==> config.mk <==
export PLATFORM = sky130hd
export DESIGN_NAME = control_word_loader
export DESIGN_NICKNAME = d
export VERILOG_FILES = /design/src/rtl/control_word_loader.sv
export SDC_FILE = /design/constraint.sdc
export NUM_CORES = 1
export LEC_CHECK = 0
export CORE_MARGIN = 5
export CORE_UTILIZATION = 55
export DETAILED_ROUTE_END_ITERATION = 10
export PLACE_DENSITY = 0.8
export SYNTH_ARGS = -nofsm -noshare
export SYNTH_HDL_FRONTEND = slang
export SYNTH_SLANG_ARGS = --single-unit
==> constraint.sdc <==
create_clock -name clock -period 3.3 [get_ports clock]
set_input_delay 0.66 -clock clock [delete_from_list [all_inputs] [get_ports clock]]
set_output_delay 0.66 -clock clock [all_outputs]
set_load 0.1 [all_outputs]
==> src/rtl/control_word_loader.sv <==
// Purpose: sync + debounce a load push-button and raw switches into a clean control-word load (data_out + load_en).
// Latency: button first sampled high at edge k -> LOAD entered at edge k+1+DEBOUNCE_CYCLES, load_en high the cycle after.
// Backpressure: none; the control register always accepts, so load_en is a free-running one-cycle strobe.
// Optional macro CONTROL_LOADER_AUTO_REPEAT_EN: held button re-loads every REPEAT_CYCLES+1 clocks.
module control_word_loader #(
  parameter int WIDTH           = 4,
  parameter int DEBOUNCE_CYCLES = 16,
  parameter int REPEAT_CYCLES   = 64
) (
  input  logic             clock,
  input  logic             reset,
  input  logic             button,
  input  logic [WIDTH-1:0] switches,
  output logic [WIDTH-1:0] data_out,
  output logic             load_en,
  output logic             busy
);

  localparam int CW = $clog2(DEBOUNCE_CYCLES + 1);
  localparam logic [CW-1:0] DB_ONE  = CW'(1);
  localparam logic [CW-1:0] DB_LAST = CW'(DEBOUNCE_CYCLES);

  // Reject nonsensical parameterisations at elaboration.
  if (WIDTH < 1 || DEBOUNCE_CYCLES < 1 || DEBOUNCE_CYCLES > (1 << 20) || REPEAT_CYCLES < 1) begin : g_param_check
    $error("control_word_loader: illegal parameter value");
  end

  typedef enum logic [2:0] {
    IDLE,
    PRESS_DB,
    LOAD,
    HELD,
    RELEASE_DB
  } state_t;

  state_t           state, state_nxt;
  logic [CW-1:0]    cnt, cnt_nxt, cnt_inc;
  logic             btn_meta, btn_s;
  logic [WIDTH-1:0] sw_meta, sw_s;

`ifdef CONTROL_LOADER_AUTO_REPEAT_EN
  localparam int RW = $clog2(REPEAT_CYCLES + 1);
  localparam logic [RW-1:0] RPT_ONE  = RW'(1);
  localparam logic [RW-1:0] RPT_LAST = RW'(REPEAT_CYCLES);
  logic [RW-1:0] rpt, rpt_nxt, rpt_inc;
`endif

  // Two-flop synchronisers for the asynchronous button and switch inputs.
  always_ff @(posedge clock or negedge reset) begin
    if (!reset) begin
      btn_meta <= 1'b0;
      btn_s    <= 1'b0;
      sw_meta  <= '0;
      sw_s     <= '0;
    end else begin
      btn_meta <= button;
      btn_s    <= btn_meta;
      sw_meta  <= switches;
      sw_s     <= sw_meta;
    end
  end

  // State, debounce counter and repeat counter registers.
  always_ff @(posedge clock or negedge reset) begin
    if (!reset) begin
      state <= IDLE;
      cnt   <= '0;
`ifdef CONTROL_LOADER_AUTO_REPEAT_EN
      rpt   <= '0;
`endif
    end else begin
      state <= state_nxt;
      cnt   <= cnt_nxt;
`ifdef CONTROL_LOADER_AUTO_REPEAT_EN
      rpt   <= rpt_nxt;
`endif
    end
  end

  // Capture the synchronised switches on every edge that enters LOAD.
  always_ff @(posedge clock or negedge reset) begin
    if (!reset) begin
      data_out <= '0;
    end else if (state_nxt == LOAD) begin
      data_out <= sw_s;
    end
  end

  // Next-state and output decode; counters default to cleared so any exit or level break resets them.
  always_comb begin
    state_nxt = state;
    cnt_nxt   = '0;
    cnt_inc   = cnt + DB_ONE;
    load_en   = (state == LOAD);
    busy      = (state != IDLE);
`ifdef CONTROL_LOADER_AUTO_REPEAT_EN
    rpt_nxt   = '0;
    rpt_inc   = rpt + RPT_ONE;
`endif
    case (state)
      IDLE: begin
        if (btn_s) begin
          if (DB_ONE == DB_LAST) begin
            state_nxt = LOAD;
          end else begin
            state_nxt = PRESS_DB;
            cnt_nxt   = DB_ONE;
          end
        end
      end
      PRESS_DB: begin
        if (!btn_s) begin
          state_nxt = IDLE;
        end else if (cnt_inc == DB_LAST) begin
          state_nxt = LOAD;
        end else begin
          cnt_nxt = cnt_inc;
        end
      end
      LOAD: begin
        state_nxt = HELD;
      end
      HELD: begin
        if (!btn_s) begin
          if (DB_ONE == DB_LAST) begin
            state_nxt = IDLE;
          end else begin
            state_nxt = RELEASE_DB;
            cnt_nxt   = DB_ONE;
          end
        end
`ifdef CONTROL_LOADER_AUTO_REPEAT_EN
        else if (rpt_inc == RPT_LAST) begin
          state_nxt = LOAD;
        end else begin
          rpt_nxt = rpt_inc;
        end
`endif
      end
      RELEASE_DB: begin
        if (btn_s) begin
          state_nxt = HELD;
        end else if (cnt_inc == DB_LAST) begin
          state_nxt = IDLE;
        end else begin
          cnt_nxt = cnt_inc;
        end
      end
      default: begin
        state_nxt = IDLE;
      end
    endcase
  end

endmodule

Word-level counts from Yosys, hierarchy flattened --
Index checks and enable logic that the tools add are counted.
Word-level totals: memories 0, memory bits (read-only) 0, bits in latches 0, logic and storage cells 29, bits in registers 22, bits of input ports 7, RAM bits 0
Operators by class: equal/unequal tests 6, reduce and logical (&&, ||, !) cells 2, multipliers 0, muxes and demuxes 13, magnitude comparators 0, divide/modulo/power cells 0, shifts and indexed selects 0, add/subtract/negate cells 1, bitwise logic cells 0
Operators with widths (count):
- $pmux W5 S4 | 1
- $mux W3 | 6
- $mux W5 | 3
- $pmux W3 S5 | 1
- $eq A3 B2 Y1 const B | 3
- $add A5 B1 Y5 const B | 1
- $eq A5 B5 Y1 const B | 1
- $eq A3 B1 Y1 const B | 1
- $eq A3 B3 Y1 const B | 1
- $logic_not A3 Y1 | 1
- $reduce_bool A3 Y1 | 1
- $mux W1 | 2

Depth between registers and ports, before layout --
depth after elaboration 6, depth in mapped cells 5

Worst setup path after synthesis --
Ideal clock, no wire load.
path kind register to output, start reg state[2], end out load_en, data arrival time 1.860 ns, required time 2.640 ns, path slack 0.780 ns, stages on the path, launching flop included 3, path buffers 0, path through dfrtp_1 -> nand2b_1 -> nor2_1
Between the ends: cells in the longest elaborated chain, start to end 1
Ends and longest elaborated chain:
- start, declared | line 36 | state_t state, state_nxt;
- start signal, assigned | line 72 | state <= state_nxt;
- $eq A3 B2 Y1 | line 94 | load_en = (state == LOAD);
- end, declared | line 15 | output logic load_en,
Every way passes these cells.

Worst setup path in the final report --
start reg state[0], end out busy
Between the ends: cells in the longest elaborated chain, start to end 1
Ends and longest elaborated chain:
- $reduce_bool A3 Y1 | line 95 | busy = (state != IDLE);
- end, declared | line 16 | output logic busy
Every way passes these cells.

==> out/metrics.yaml <==
status:
  status: "complete, no violations"
timing:
  fin_crit_sh_pct: 62.69
  setup_viol: 0
  fmax_mhz: 483.4
  min_period_ps: 2069
  rsz0062_at_grt: "false"
  finClkSkew_ps: 4.168
  timing.setup.tns_ps: 0
  hold_viol_final: 0
  worst_slew_pin_slew_ps: 910.2
  maxSlewViolCount: 0
  slew_headroom_pct: 39.13
synth:
  ys.flop_type: "dfrtp_1"
  postSynthCellCount: 72
  ys_ff_latch: 22
  postSynthAreaPerCell_um2: 12.74
  yosysUniqueCellTypes: 29
  synth-edff-count: 0
  synth_top_area_share_pct: 60.03
  yosys_warnings: 0
  synth_nets: 80
  syn_area_um2: 917.1
  netlist_top_cells_count: "22 x dfrtp_1, 10 x nor2_1, 4 x a21oi_1, 4 x mux2_4, 3 x nand2b_1"
  synth_seq_area_share_pct: 60.03
  synth_most_common_cell: "dfrtp_1"
  async_flop_share_pct: 100.0
  yosysTopAreaCell: "dfrtp_1"
  ys_top_cells_by_area: "dfrtp_1 60%, mux2_4 6.5%, nor2_1 4.1%"
placed_design:
  globalplace.congestion: 0.7288
  port_buffers: 12
  hpwl_um: 1241
  dp.cells: 99
cts:
  ctsHoldBuffers: 0
  cts.path.max_buffers: 2
  cts_tree: "yes"
  cts_root_buf: "clkbuf_4"
  cts_resized: 0
  clock_sinks: 22
  cts.clk_slew.worst_paths_ps: 110
  cts_made_buffers: 3
  cts.htree.levels: 1
  clock_latency_ps: 300
  post_cts_buffers: 0
route:
  ant_nets: 0
  post_drt_wl_per_cell_um: 16.13
  drc: 0
  postRouteWirelength_um: 1661
  drt_pass1_iterations: 4
  vias: 583
  drtIter0Drc: 23
  vias_per_cell: 5.660
power:
  pwr-share-clk_pct: 30.3
  p_seq_share_pct: 61.5
  leakage_nw: 0.5174
  combPwrFrac_pct: 8.2
  switching_power_mw: 0.1059
  power_density_mw_per_mm2: 438.1
  switching_share_pct: 22.64
  irDropWorstVdd_mv: 0.3478
  p_int_mw: 0.3617
  power_mw: 0.4676
floorplanning:
  num_io_pins: 13
  dieArea_mm2: 0.002584
  chipHeight_um: 50.84
  design.core.area_mm2: 0.001541
  die_w_um: 50.84
  rows: 14
  start_util_pct: 59.50
final_layout:
  diodes: 0
  num-fill-cells: 122
  syn2layout_area_growth_pct: 16.37
  nets: 96
  layout-drive-gt1-share_pct: 22.99
  fin_util_pct: 69.24
  stdcell_count: 103
worst_setup_path:
  crit_fanout: 9
  crit_required_ps: 2640
  endpoint_kind: "primary output"
  cp-start-kind: "flop"
  rrSetupSlack_ps: 1670
  r2r_cells: 5
  path_class: "reg2out"
  critPathArrivalTime_ps: 1410
global_route:
  grt_pass1_wl_um: 2732
  first_global_vias: 594
  grt_max_degree: 23
  overflow: 0
  grt_util_all_layers_pct: 14.03
  antenna_found_initial: 0
hold_path:
  hold_path_class: "reg2reg"
  whs_path_depth: 0
run:
  cap_violations: 0
[logic make-up (layout without fill, tap and decap cells)]
group | count (synthesis) | count (layout) | synth area share (%)
multiplexers | 5 | 5 | 8.049
adder cells (fa/ha/maj) | 1 | 1 | 1.364
XOR/XNOR | 2 | 2 | 1.910
flip-flops | 22 | 22 | 60.03
AO/OA/AOI/OAI | 12 | 12 | 8.595
buffers and inverters | 4 | 19 | 2.455
AND/OR/NAND/NOR | 26 | 26 | 17.60
[path summary, 6_finish.rpt]
| kind | from | to |
|---|---|---|
| setup / recovery | state[0] | busy |
| hold / removal | sw_meta[0] | sw_s[0] |
| setup reg to reg | cnt[0] | data_out[1] |
| hold reg to reg | sw_meta[0] | sw_s[0] |
| max in group asynchronous | reset | cnt[0] |
| min in group asynchronous | reset | btn_meta |
[worst max-delay path, stage by stage (launching register included)]
cell     delay (ps)
dfrtp_1         480
or3_1           390
buf_4           240
[sequential cells by signal, summed over array words and instances, names as in the netlist]
name	count
cnt	5
data_out	4
sw_meta	4
sw_s	4
state	3
btn_meta	1
btn_s	1
[area by class of cell]
cell class | instances | area (um^2) | area share, %
repair buffers | 12 | 105.1 | 9.848
clock buffers | 4 | 36.28 | 3.400
flip-flops and latches | 22 | 550.5 | 51.58
well taps | 16 | 20.02 | 1.876
multi-input cells | 46 | 344.1 | 32.24
inverters | 3 | 11.26 | 1.055
[stage by stage]
step,setup slack (ps),hold slack [ps],cell area (um^2)
after floorplan,780.0,331.2,917.1
after global placement,1529,331.6,1031
after detailed placement,1488,341.8,1031
after CTS,1227,367.7,1067
after global routing,1142,382.7,1067
final,1231,366.9,1067
[cells in the final DEF (no fill, tap or decap), types with 3 or more instances in the layout]
master | netlist | layout
a21oi_1 | 4 | 4
buf_4 | 0 | 6
clkbuf_4 | 0 | 3
clkdlybuf4s50_1 | 0 | 6
dfrtp_1 | 22 | 22
mux2_4 | 4 | 4
nand2b_1 | 3 | 3
nor2_1 | 10 | 10
[routing by layer]
metal  routed length [um]  global-route usage (%)
met1                  698                   17.85
met4                   34                   5.957
met2                  830                   23.76
met5                    0                       0
met3                   98                   2.035
[power groups by stage]
stage | combinational [mW] | sequential (mW) | clock (mW)
6_report | 0.0384 | 0.288 | 0.142
5_1_grt | 0.0432 | 0.289 | 0.160
4_1_cts | 0.0389 | 0.288 | 0.143
3_5_place_dp | 0.0386 | 0.293 | 0
3_3_place_gp | 0.0371 | 0.292 | 0
2_1_floorplan | 0.0250 | 0.289 | 0
Power figures use the tool's default switching activity.
